--- config.mk ---
export PLATFORM = sky130hd
export DESIGN_NAME = vga_tile_renderer
export DESIGN_NICKNAME = d
export VERILOG_FILES = /design/src/rtl/vga_tile_renderer.sv
export SDC_FILE = /design/constraint.sdc
export NUM_CORES = 1
export LEC_CHECK = 0
export CAP_MARGIN = 10
export CORE_MARGIN = 2
export CORE_UTILIZATION = 43
export CTS_BUF_LIST = sky130_fd_sc_hd__clkbuf_8
export DETAILED_ROUTE_END_ITERATION = 6
export SLEW_MARGIN = 20
export SYNTH_ARGS = -nofsm -noshare
export SYNTH_HDL_FRONTEND = slang
export SYNTH_SLANG_ARGS = --single-unit
--- constraint.sdc ---
create_clock -name clk -period 3.8 [get_ports clk]
set_input_delay 0.76 -clock clk [delete_from_list [all_inputs] [get_ports clk]]
set_output_delay 0.76 -clock clk [all_outputs]
set_load 0.02 [all_outputs]
--- src/rtl/vga_tile_renderer.sv ---
// VGA tile-playfield renderer: internal sync timing, bordered GRID_W x GRID_H tiles, double-buffered row store.
// Define VGA_BLINK_EN to blink the failure border from a 6-bit frame counter.
module vga_tile_renderer #(
   parameter int H_VIS     = 640,
   parameter int H_FP      = 16,
   parameter int H_SYNC    = 96,
   parameter int H_BP      = 48,
   parameter int V_VIS     = 480,
   parameter int V_FP      = 10,
   parameter int V_SYNC    = 2,
   parameter int V_BP      = 33,
   parameter int TILE_LOG2 = 5,
   parameter int GRID_W    = 18,
   parameter int GRID_H    = 13,
   parameter int CBITS     = 2
) (
   input  logic             clk,
   input  logic             rst_n,
   input  logic             seg_valid,
   output logic             seg_ready,
   input  logic [4:0]       seg_x,
   input  logic [3:0]       seg_y,
   input  logic [1:0]       seg_kind,
   input  logic [3:0]       seg_dirs,
   input  logic [1:0]       status,
   output logic             row_req,
   output logic [3:0]       row_req_y,
   output logic             frame_start,
   output logic [CBITS-1:0] r,
   output logic [CBITS-1:0] g,
   output logic [CBITS-1:0] b,
   output logic             hsync,
   output logic             vsync
);
   localparam int H_TOT = H_VIS + H_FP + H_SYNC + H_BP;
   localparam int V_TOT = V_VIS + V_FP + V_SYNC + V_BP;
   localparam int XW    = $clog2(H_TOT);
   localparam int YW    = $clog2(V_TOT);
   localparam int T     = 1 << TILE_LOG2;
   localparam int M     = T / 8;
   localparam int IW    = (GRID_W > 1) ? $clog2(GRID_W) : 1;

   localparam logic [XW-1:0] X_LAST = XW'(H_TOT - 1);
   localparam logic [XW-1:0] X_VIS  = XW'(H_VIS);
   localparam logic [XW-1:0] X_HS0  = XW'(H_VIS + H_FP);
   localparam logic [XW-1:0] X_HS1  = XW'(H_VIS + H_FP + H_SYNC);
   localparam logic [XW-1:0] X_GB   = XW'(GRID_W + 1);
   localparam logic [YW-1:0] Y_LAST = YW'(V_TOT - 1);
   localparam logic [YW-1:0] Y_VIS  = YW'(V_VIS);
   localparam logic [YW-1:0] Y_VS0  = YW'(V_VIS + V_FP);
   localparam logic [YW-1:0] Y_VS1  = YW'(V_VIS + V_FP + V_SYNC);
   localparam logic [YW-1:0] Y_GB   = YW'(GRID_H + 1);
   localparam logic [YW-1:0] Y_GH   = YW'(GRID_H);
   localparam logic [TILE_LOG2-1:0] S_LO = TILE_LOG2'(M);
   localparam logic [TILE_LOG2-1:0] S_HI = TILE_LOG2'(T - M);
   localparam logic [CBITS-1:0] ON = '1;

   logic [XW-1:0]        px_q, px_d, tx;
   logic [YW-1:0]        py_q, py_d, ty, ty_next;
   logic [TILE_LOG2-1:0] sx, sy;
   logic                 sel_q;
   logic [5:0]           bank_q [2][GRID_W];
   logic [3:0]           row_req_y_q, row_req_y_d;
   logic                 row_req_q, frame_start_q, hsync_q, vsync_q;
   logic [CBITS-1:0]     r_q, g_q, b_q, r_d, g_d, b_d;
   logic                 swap, wr_en, in_box, on_border, cx, cy, arm, blank_border;
   logic [IW-1:0]        rd_idx, wr_idx;
   logic [5:0]           ent, old, merged;

   always_comb begin
      px_d = px_q + 1'b1;
      py_d = py_q;
      if (px_q == X_LAST) begin
         px_d = '0;
         py_d = (py_q == Y_LAST) ? '0 : py_q + 1'b1;
      end
   end

   assign tx      = px_q >> TILE_LOG2;
   assign ty      = py_q >> TILE_LOG2;
   assign sx      = px_q[TILE_LOG2-1:0];
   assign sy      = py_q[TILE_LOG2-1:0];
   assign ty_next = ty + YW'(2);

   // Swap on the last line of each tile row, plus the frame's final line to prime row 0.
   assign swap = (px_q == X_VIS) && (((py_q < Y_VIS) && (&sy)) || (py_q == Y_LAST));

   always_comb begin
      if (py_q == Y_LAST)     row_req_y_d = 4'd1;
      else if (ty_next > Y_GH) row_req_y_d = '0;
      else                     row_req_y_d = 4'(ty_next);
   end

   assign seg_ready = rst_n & ~swap;
   assign wr_en  = seg_valid && !swap && (seg_y == row_req_y_q) && (seg_x != 5'd0) && (seg_x <= 5'(GRID_W));
   assign wr_idx = IW'(seg_x - 5'd1);
   assign old    = bank_q[~sel_q][wr_idx];
   assign merged = {(seg_kind != 2'd0) ? seg_kind : old[5:4], old[3:0] | seg_dirs};

   assign rd_idx    = IW'(tx - XW'(1));
   assign ent       = bank_q[sel_q][rd_idx];
   assign in_box    = (tx <= X_GB) && (ty <= Y_GB);
   assign on_border = in_box && ((tx == '0) || (tx == X_GB) || (ty == '0) || (ty == Y_GB));
   assign cx        = (sx >= S_LO) && (sx < S_HI);
   assign cy        = (sy >= S_LO) && (sy < S_HI);
   assign arm = (cx && cy) || (ent[0] && cx && (sy < S_LO)) || (ent[1] && cx && (sy >= S_HI))
              || (ent[2] && cy && (sx < S_LO)) || (ent[3] && cy && (sx >= S_HI));

`ifdef VGA_BLINK_EN
   logic [5:0] fcnt_q;
   always_ff @(posedge clk or negedge rst_n) begin
      if (!rst_n)             fcnt_q <= '0;
      else if (frame_start_q) fcnt_q <= fcnt_q + 6'd1;
   end
   assign blank_border = (status == 2'b01) && fcnt_q[4];
`else
   assign blank_border = 1'b0;
`endif

   always_comb begin
      r_d = '0;
      g_d = '0;
      b_d = '0;
      if ((px_q < X_VIS) && (py_q < Y_VIS)) begin
         if (on_border) begin
            if (!blank_border) begin
               case (status)
                  2'b01:   r_d = ON;
                  2'b10:   g_d = ON;
                  default: begin r_d = ON; g_d = ON; b_d = ON; end
               endcase
            end
         end else if (in_box) begin
            case (ent[5:4])
               2'd1:    if (arm) g_d = ON;
               2'd2:    if (cx && cy) r_d = ON;
               2'd3:    b_d = ON;
               default: ;
            endcase
         end
      end
   end

   always_ff @(posedge clk or negedge rst_n) begin
      if (!rst_n) begin
         px_q        <= '0;
         py_q        <= '0;
         sel_q       <= 1'b0;
         row_req_q   <= 1'b0;
         row_req_y_q <= '0;
         for (int unsigned i = 0; i < GRID_W; i++) begin
            bank_q[0][i] <= '0;
            bank_q[1][i] <= '0;
         end
      end else begin
         px_q      <= px_d;
         py_q      <= py_d;
         row_req_q <= swap;
         if (swap) begin
            sel_q       <= ~sel_q;
            row_req_y_q <= row_req_y_d;
            for (int unsigned i = 0; i < GRID_W; i++) bank_q[sel_q][i] <= '0;
         end else if (wr_en) begin
            bank_q[~sel_q][wr_idx] <= merged;
         end
      end
   end

   always_ff @(posedge clk or negedge rst_n) begin
      if (!rst_n) begin
         r_q           <= '0;
         g_q           <= '0;
         b_q           <= '0;
         hsync_q       <= 1'b1;
         vsync_q       <= 1'b1;
         frame_start_q <= 1'b0;
      end else begin
         r_q           <= r_d;
         g_q           <= g_d;
         b_q           <= b_d;
         hsync_q       <= !((px_q >= X_HS0) && (px_q < X_HS1));
         vsync_q       <= !((py_q >= Y_VS0) && (py_q < Y_VS1));
         frame_start_q <= (px_q == '0) && (py_q == '0);
      end
   end

   assign r           = r_q;
   assign g           = g_q;
   assign b           = b_q;
   assign hsync       = hsync_q;
   assign vsync       = vsync_q;
   assign frame_start = frame_start_q;
   assign row_req     = row_req_q;
   assign row_req_y   = row_req_y_q;
endmodule

# Word-level counts from Yosys, hierarchy flattened
# Index checks and enable logic that the tools add are counted.
# Widths: inputs -> output; s select.
[op_classes]
bitwise = 44
reduce_logical = 46
n_mux = 77
n_addsub = 5
n_lt_le_gt_ge = 25
eq_ne = 11
[ops]
columns = ["operator", "count"]
rows = [
  ["$and 216x216->216", 18],
  ["$not 216->216", 18],
  ["$demux 108 s1", 19],
  ["$mux 108", 8],
  ["$mux 216", 2],
  ["$bwmux 216", 1],
  ["$mux 102", 1],
  ["$mux 96", 1],
  ["$mux 90", 1],
  ["$mux 84", 1],
  ["$mux 78", 1],
  ["$mux 72", 1],
  ["$mux 66", 1],
  ["$bmux 6 s5", 2],
  ["$mux 60", 1],
  ["$mux 54", 1],
  ["$mux 48", 1],
  ["$mux 42", 1],
  ["$logic_not 10->1", 4],
  ["$mux 2", 18],
  ["$mux 36", 1],
  ["$mux 6", 6],
  ["$demux 6 s5", 1],
  ["$eq 10x10->1 const B", 3],
  ["41 further kinds", 96],
]
[word_totals]
ff_bits = 251
elab_cells = 255
output_inout_bits = 15
in_bits = 20

# Longest topological paths before layout
# Gate-level depths: netlist (run 1).
[depth]
depth_word = 25
depth_mapped = 16
ltp_nobuf = 9

# Worst setup path after synthesis (run 1)
# OpenSTA, ideal clock, no wires.
[synth_path]
kind = "input-to-reg"
startpoint = "input port seg_x[0]"
endpoint = "register bank_q[11] in the netlist's numbering"
arrival_ns = 3.696
path_buffers = 7
path_slack_ns = -0.018
setup_ns = 0.122
cell_stages = 16
required_ns = 3.678
cell_sequence = "buf_2 buf_2 buf_2 buf_2 inv_1 ha_1 nand2b_1 o21ai_1 a22o_1 clkbuf_1 buf_1 a221o_1 a211o_1 a21oi_4 buf_4 o21ai_1"
[synth_via]
elab_chain_len = 11
elab_cells_between_ends = 21
cone_classes = "add/sub (1); order compare (3); mux (11); bitwise (1); reduce/logical (5)"
[synth_lines]
columns = ["element", "line", "rtl"]
rows = [
  ["start, declared", "21", "input logic [4:0] seg_x,"],
  ["$sub 5x1->5", "96", "assign wr_idx = IW'(seg_x - 5'd1);"],
  ["$not 5->6", "97, 164", ""],
  ["$ge 6x6->1 (not written as such) / $lt 6x1->1 (equally long branches)", "164", "bank_q[~sel_q][wr_idx] <= merged;"],
  ["$logic_and 1x1->1 (not written as such)", "164", ""],
  ["$mux 6 (not written as such)", "164", ""],
  ["$demux 6 s5", "164", ""],
  ["$mux 108 (not written as such)", "164", ""],
  ["$demux 108 s1", "164", ""],
  ["$bwmux 216", "164", ""],
  ["$mux 216", "163", "end else if (wr_en) begin"],
  ["$mux 216", "159", "if (swap) begin"],
  ["end signal, assigned by index", "164", ""],
  ["end, declared", "62", "logic [5:0] bank_q [2][GRID_W];"],
]
# Parallel ways exist; a longest one is shown, timed or not. The select of a mux whose other input is x is not followed.
# A chain may end at the register's enable or synchronous reset.

# Worst setup path in the final report (run 1)
[layout_path]
startpoint = "register py_q[6]"
endpoint = "output port seg_ready"
[layout_via]
elab_chain_len = 6
elab_cells_between_ends = 7
cone_classes = "order compare (1); eq/ne (1); bitwise (2); reduce/logical (3)"
[layout_lines]
columns = ["element", "line", "rtl"]
rows = [
  ["start, declared", "59", "logic [YW-1:0] py_q, py_d, ty, ty_next;"],
  ["start signal, assigned", "157", "py_q <= py_d;"],
  ["$lt 10x9->1", "86", "assign swap = (px_q == X_VIS) && (((py_q < Y_VIS) && (&sy)) || (py_q == Y_LAST));"],
  ["$logic_and 1x1->1", "86", ""],
  ["$logic_or 1x1->1 *", "86", ""],
  ["$logic_and 1x1->1 *", "86", ""],
  ["named net swap", "66", "logic swap, wr_en, in_box, on_border, cx, cy, arm, blank_border;"],
  ["$not 1->1 *", "94", "assign seg_ready = rst_n & ~swap;"],
  ["$and 1x1->1 *", "94", ""],
  ["end, declared", "20", "output logic seg_ready,"],
]
# The timed path passes the listed nets; every way through them passes the cells marked *.

==> results of run 1 <==
[power by group through the flow]
stage	combinational (uW)	clock (uW)	sequential (uW)
floorplan	170	0	2730
global placement	385	0	2730
detailed placement	386	0	2740
CTS	387	2620	2690
global route	419	2730	2690
finish	389	2560	2690
[synthesized netlist by cell type (3+ instances only)]
master     instances
dfrtp_1          246
nand3_1          244
o21ai_0          229
nand2_1          109
mux4_2            88
clkbuf_1          54
buf_2             49
nor2_1            25
a21oi_1           24
inv_1             20
mux2i_1           20
nor3_1            20
buf_4             17
ha_1              17
o21ai_1           16
mux4_1            14
nand4_1           14
a221oi_1           9
nor2b_1            9
xor2_1             9
and3_1             8
a22oi_1            7
buf_6              7
xnor2_1            7
and2_1             6
a31oi_1            5
buf_1              4
mux2_2             4
nor3b_1            4
nor4_1             4
a2111oi_0          3
a211oi_1           3
a221o_1            3
a311oi_1           3
or3_1              3
or4_1              3
[flip-flops by register name (all words and copies together) (netlist names)]
register / cells
b: 1
bank_q: 216
frame_start: 1
g: 1
hsync: 1
px_q: 10
py_q: 10
r: 1
row_req: 1
row_req_y: 4
sel_q: 1
vsync: 1
[final cells by class]
cell class,count,area [um^2]
Fill cell,2985,16200
Sequential cell,248,6220
Inverter,23,86.3
Clock inverter,21,87.6
Clock buffer,61,840
Timing Repair Buffer,139,1290
Tap cell,442,553
Multi-Input combinational cell,948,7120
[metrics by stage]
stage	setup slack (ns)	utilization (%)	std cells
2_1_floorplan	0.0413	-	1353
3_3_place_gp	-0.0157	47.1	1800
3_5_place_dp	-0.0294	47.1	1800
4_1_cts	0.203	50.0	1882
5_1_grt	0.114	50.0	1882
6_report	0.231	50.0	1882
[worst max-delay path: cells and delay by family (launching register included)]
family	cells	cell delay (ns)
AND/OR/NAND/NOR	3	0.54
flip-flops	1	0.46
AO/OA/AOI/OAI	1	0.20
buffers and inverters	3	0.87
adder cells (fa/ha/maj)	1	0.18
[cells by family after synthesis]
family | Yosys count | synth area share, %
XOR/XNOR | 16 | 0.996
buffers and inverters | 157 | 5.76
AO/OA/AOI/OAI | 325 | 12.9
multiplexers | 127 | 18.6
adder cells (fa/ha/maj) | 17 | 1.51
AND/OR/NAND/NOR | 463 | 16.1
flip-flops | 248 | 44.1
[worst max path at each step]
stage / from / end / cells past startpoint / slack, ns
floorplan: seg_x[0] / bank_q[11] / 16 / 0.04
global placement: seg_x[1] / bank_q[85] / 11 / -0.02
detailed placement: seg_x[1] / bank_q[41] / 10 / -0.03
CTS: py_q[6] / seg_ready / 8 / 0.20
global route: px_q[5] / seg_ready / 6 / 0.11
finish: py_q[6] / seg_ready / 8 / 0.23
[layer usage]
layer	vias up	part of all wire, %	wire length (um)	GRT usage [%]
met3	106	6.7	2900	4.21
met5	-	0	0	0
li1	5168	-	-	-
met2	468	46	20100	40.8
met1	5770	44	19100	37.4
met4	0	3.4	1470	8.67
==> out/results.tsv, run 1 <==
metric	value	unit
status	finished clean	
Worst Path Arrival	2.81	ns
Post-CTS Setup Repair Bufs	0	
critical path cell sequence	inv_1 > ha_1 > nor4bb_1 > a32oi_1 > buf_4 > nor2_2 > nor2b_1 > clkdlybuf4s50_1	
HPWL after DPL	29800	um
Setup-failing EPs final	0	
CTS Sinks	248	
area grow syn2layout	15.0	%
die width	185	um
clock insertion delay at the later pin of the skew report	0.56	ns
Worst R2R Setup Slack	0.35	ns
Max stage delay on crit path	0.53	ns
Max VDD drop	206	uV
clock power share	45.4	%
Via density	6.12	
die area	34200	um^2
port bufs	34	
placed cell area	15300	um^2
Routability Congestion	0.954	
grt ovf	0	
Crit Path Category	flip-flop to primary output	
Lkg Pwr	0.00699	uW
Seq pwr share	47.7	%
# IOs	35	
height of the die	185	um
HP Class	input port to async pin	
Post-synth ARST share	100	%
Worst Tran Pin Value	0.788	ns
final net count	1441	
fin crit period	3.57	ns
Core Rows	66	
antenna diode count	0	
vias post-DR	11500	
RSZ-0062 raised after global routing	no	
commonest cells after routing, fill and taps aside	nand3_1, dfrtp_1, o21ai_0, nand2_1, buf_4	
clock transition at the registers of the reported paths	0.06	ns
Num CTS Buffers	44	
Tot GR Track Use	26.1	%
PwrDens	349	nW/um^2
initial antenna violation count	0	
post-synth top area share	43.7	%
Final Cycle Share	93.9	%
dominant synthesized flop cell	dfrtp_1	
fmax	280	MHz
internal power	4230	uW
DRT Pass-1 Iters	6	
final hold slack	0.0746	ns
number of synthesized flops with an enable pin	0	
Ys Warns	0	
CP endpoint kind	primary output	
critical path's slowest cell	clkdlybuf4s50_1	
final WL	43600	um
worst r2r src	px_q[5]	
DRT iter0 DRCs	909	
layout cells sized above 1	19.5	%
pin count of the biggest net entering global routing	139	
Comb power frac	6.9	%
vias in the first global route	11000	
Power Total	5640	uW
clk_skew	0.0140	ns
mapped cell area	14100	um^2
Synth Net Count	1390	
count of cell types in the netlist	68	
Yosys reg bits	248	
TritonCTS clock tree	built	
final hold vios	0	
Max-Cap Viols	0	
Mean Syn Cell Area	10.4	um^2
cts repair resizes	0	
Final Cell Area	16200	um^2
capturing point of the worst reg2reg path	r[0]	
total core area	32400	um^2
post-synth top area cell	dfrtp_1	
Mapped Cells	1353	
Clock Path Buffers	3	
Switching Share	25.0	%
Routed WL per cell	23.1	um
relative slew slack	47.5	%
Setup crit start kind	flip-flop	
drt drc	0	
remaining antenna violation count after routing	0	
Fin Setup TNS	0	ns
H-tree Lvls	2	
Slew Limit Fails	0	
Switch Pwr	1410	uW
initial core utilization	43.5	%
clock root buffer	clkbuf_8	
first-pass GRT wire length	68000	um
hold buffers post-CTS	0	
largest cells by area after synthesis	dfrtp_1, mux4_2, nand3_1	
Seq/Total Area, Yosys	44.1	%
Worst EP required	3.04	ns
CP max FO	9	
Reg2Reg Depth	10	
Note: power is estimated with default switching activity, not from simulation.
==> run 2, diff against run 1 <==
DONT_BUFFER_PORTS = 1   (was not set)
clock period = 2.97 ns   (was 3.8 ns; I/O delays follow)
==> run 2 against run 1 <==
  * The flow now finishes with violations (negative hold slack)
  * Non-clock buffer count shrank 65
  * Final cell count shrank 3.7%
  * Cell area shrank 2.3%
  * Global-route usage shrank 0.22 points
  * Via count shrank 2.2%
==> out/results.tsv, run 2 (synthesis gave the netlist of run 1 again) <==
metric	value	unit	change
Seq pwr share	49.5	%	was 47.7%
Via density	6.21		was 6.12
# IOs	35		unchanged
Max VDD drop	219	uV	was 206 uV
Fin Setup TNS	0	ns	unchanged
Switch Pwr	1700	uW	was 1410 uW
final hold vios	246		was 0
layout cells sized above 1	20.4	%	was 19.5%
CP endpoint kind	flip-flop		was primary output
Slew Limit Fails	0		unchanged
grt ovf	0		unchanged
worst r2r src	px_q[5]		unchanged
Switching Share	24.4	%	was 25.0%
Power Total	6970	uW	was 5640 uW
final net count	1377		was 1,441
first-pass GRT wire length	67400	um	was 68,000 um
Final Cycle Share	97.3	%	
initial core utilization	43.5	%	unchanged
internal power	5270	uW	was 4230 uW
remaining antenna violation count after routing	0		unchanged
clk_skew	0.0253	ns	was 0.0140 ns
vias in the first global route	11100		was 11,000
CTS Sinks	248		unchanged
final hold slack	-0.285	ns	was 0.0746 ns
TritonCTS clock tree	built		unchanged
clock transition at the registers of the reported paths	0.06	ns	about the same
die area	34200	um^2	unchanged
top flop regs	bank_q x216, px_q x10, py_q x10		unchanged
commonest cells after routing, fill and taps aside	nand3_1, dfrtp_1, o21ai_0, nand2_1, mux4_2		was nand3_1, dfrtp_1, o21ai_0, nand2_1, buf_4
Top reg by flops	bank_q		unchanged
Reg2Reg Depth	9		was 10
Routed WL per cell	23.6	um	was 23.1 um
clock power share	45.5	%	was 45.4%
relative slew slack	41.9	%	was 47.5%
capturing point of the worst reg2reg path	r[0]		unchanged
CP max FO	16		was 9
vias post-DR	11300		was 11,500
commonest non-fill, non-tap cell in the layout	nand3_1		
DRT Pass-1 Iters	5		was 6
failing checks	negative hold slack		
Setup crit start kind	flip-flop		unchanged
Cell Count, Final, Fillers Out	1813		was 1,882
pin count of the biggest net entering global routing	250		was 139
Setup-failing EPs final	0		unchanged
Worst EP required	3.42	ns	was 3.04 ns
fmax	346	MHz	
initial antenna violation count	0		unchanged
drt drc	0		unchanged
Comb power frac	5.1	%	was 6.9%
Routability Congestion	0.930		was 0.954
port bufs	0		was 34
max reg flops	216		unchanged
height of the die	185	um	unchanged
fin crit period	2.89	ns	
HPWL after DPL	29200	um	was 29,800 um
H-tree Lvls	2		unchanged
clock root buffer	clkbuf_8		unchanged
HP Class	input port to async pin		unchanged
Worst Tran Pin Value	0.872	ns	was 0.788 ns
Num CTS Buffers	45		was 44
Lkg Pwr	0.00675	uW	was 0.00699 uW
area grow syn2layout	12.4	%	was 15.0%
Worst R2R Setup Slack	0.08	ns	was 0.35 ns
Clock Path Buffers	3		unchanged
Crit Path Category	flip-flop to flip-flop		was flip-flop to primary output
DRT iter0 DRCs	997		was 909
final WL	42800	um	was 43,600 um
Max-Cap Viols	0		unchanged
setup ws final	0.0807	ns	was 0.231 ns
Tot GR Track Use	25.9	%	was 26.1%
Worst Path Arrival	3.34	ns	was 2.81 ns
status	complete, but fails checks		was finished clean
die width	185	um	unchanged
Core Rows	66		unchanged
clock insertion delay at the later pin of the skew report	0.58	ns	was 0.56 ns
Post-Place Setup Slack	-0.325	ns	was -0.0294 ns
total core area	32400	um^2	unchanged
Placed Cells incl. Taps	1732		was 1,800
PwrDens	441	nW/um^2	was 349 nW/um^2
antenna diode count	0		unchanged
==> run 2: cell types whose count changed in the layout (fill, tap and decap cells not counted), moves of 3 or more <==
| cell | change |
|---|---|
| buf_4 | -36 |
| clkinv_2 | +3 |
| buf_12 | +3 |
| inv_1 | -5 |
| nand2_1 | -10 |
| clkbuf_8 | -4 |
| o21ai_0 | -20 |
| o21ai_1 | +20 |
| a2111oi_0 | -3 |
| clkdlybuf4s50_1 | -32 |
| a21oi_1 | -3 |
| nand2_2 | +10 |
| a2111oi_2 | +3 |
==> run 2: critical path, stage by stage (launching register included) <==
cell and delay [ns]:
dfrtp_4 0.42, clkinv_1 0.15, ha_4 0.40, buf_4 0.30, mux4_2 0.38, nand2_1 0.09
nand4_1 0.21, a31oi_2 0.33, a41oi_1 0.17, a211oi_1 0.33
==> run 2: power groups by stage <==
| stage | Combinational (uW) | Sequential, uW | Clock (uW) |
|---|---|---|---|
| 2_1_floorplan | 237 | 3500 | 0 |
| 3_3_place_gp | 339 | 3510 | 0 |
| 3_5_place_dp | 340 | 3510 | 0 |
| 4_1_cts | 343 | 3450 | 3220 |
| 5_1_grt | 375 | 3450 | 3380 |
| 6_report | 352 | 3450 | 3170 |
==> run 2: how the worst max path moves through the flow <==
stage          startpoint           to  cells after the start
2_1_floorplan    seg_x[0]  bank_q[179]                     16
3_3_place_gp      px_q[5]         r[0]                      9
6_report          px_q[5]         r[0]                      9
4_1_cts           px_q[5]         g[0]                      8
3_5_place_dp      py_q[1]  bank_q[208]                     10
5_1_grt           py_q[0]  bank_q[140]                     12
==> run 2: area by class of cell <==
class	instances	area, um^2
clock buffers	57	785
well taps	442	553
clock inverters	21	93.8
repair buffers	74	779
fillers	3000	16600
multi-input cells	948	7290
flip-flops and latches	248	6220
inverters	23	90.1
==> run 2: routing by layer <==
metal | track usage, % | share of wire, %
met5 | 0 | 0
met3 | 6.31 | 8.5
met4 | 8.19 | 3.1
met2 | 40.2 | 46
met1 | 36.1 | 42
==> run 2: timing repair <==
item | CTS | global route
gates cloned | 0 | 0
pin swaps | 0 | 2
hold endpoints to repair | 248 | 248
resized for setup | 12 | 27
setup buffers | 0 | 3
setup endpoints to repair | 220 | 199
==> run 2: through the flow <==
stage / cell area (um^2) / utilization (%) / hold slack [ns]
final: 15800 / 48.9 / -0.285
after global routing: 15800 / 48.9 / -0.298
after CTS: 15700 / 48.4 / -0.299
after detailed placement: 14700 / 45.5 / 0.311
after global placement: 14700 / 45.5 / 0.310
after floorplan: 14200 / - / 0.298
==> run 3, diff against run 2 <==
PLACE_DENSITY = 0.6   (was not set)
==> results of run 3 <==
Same layout as run 2: the final DEF is identical, and so are final timing and power.
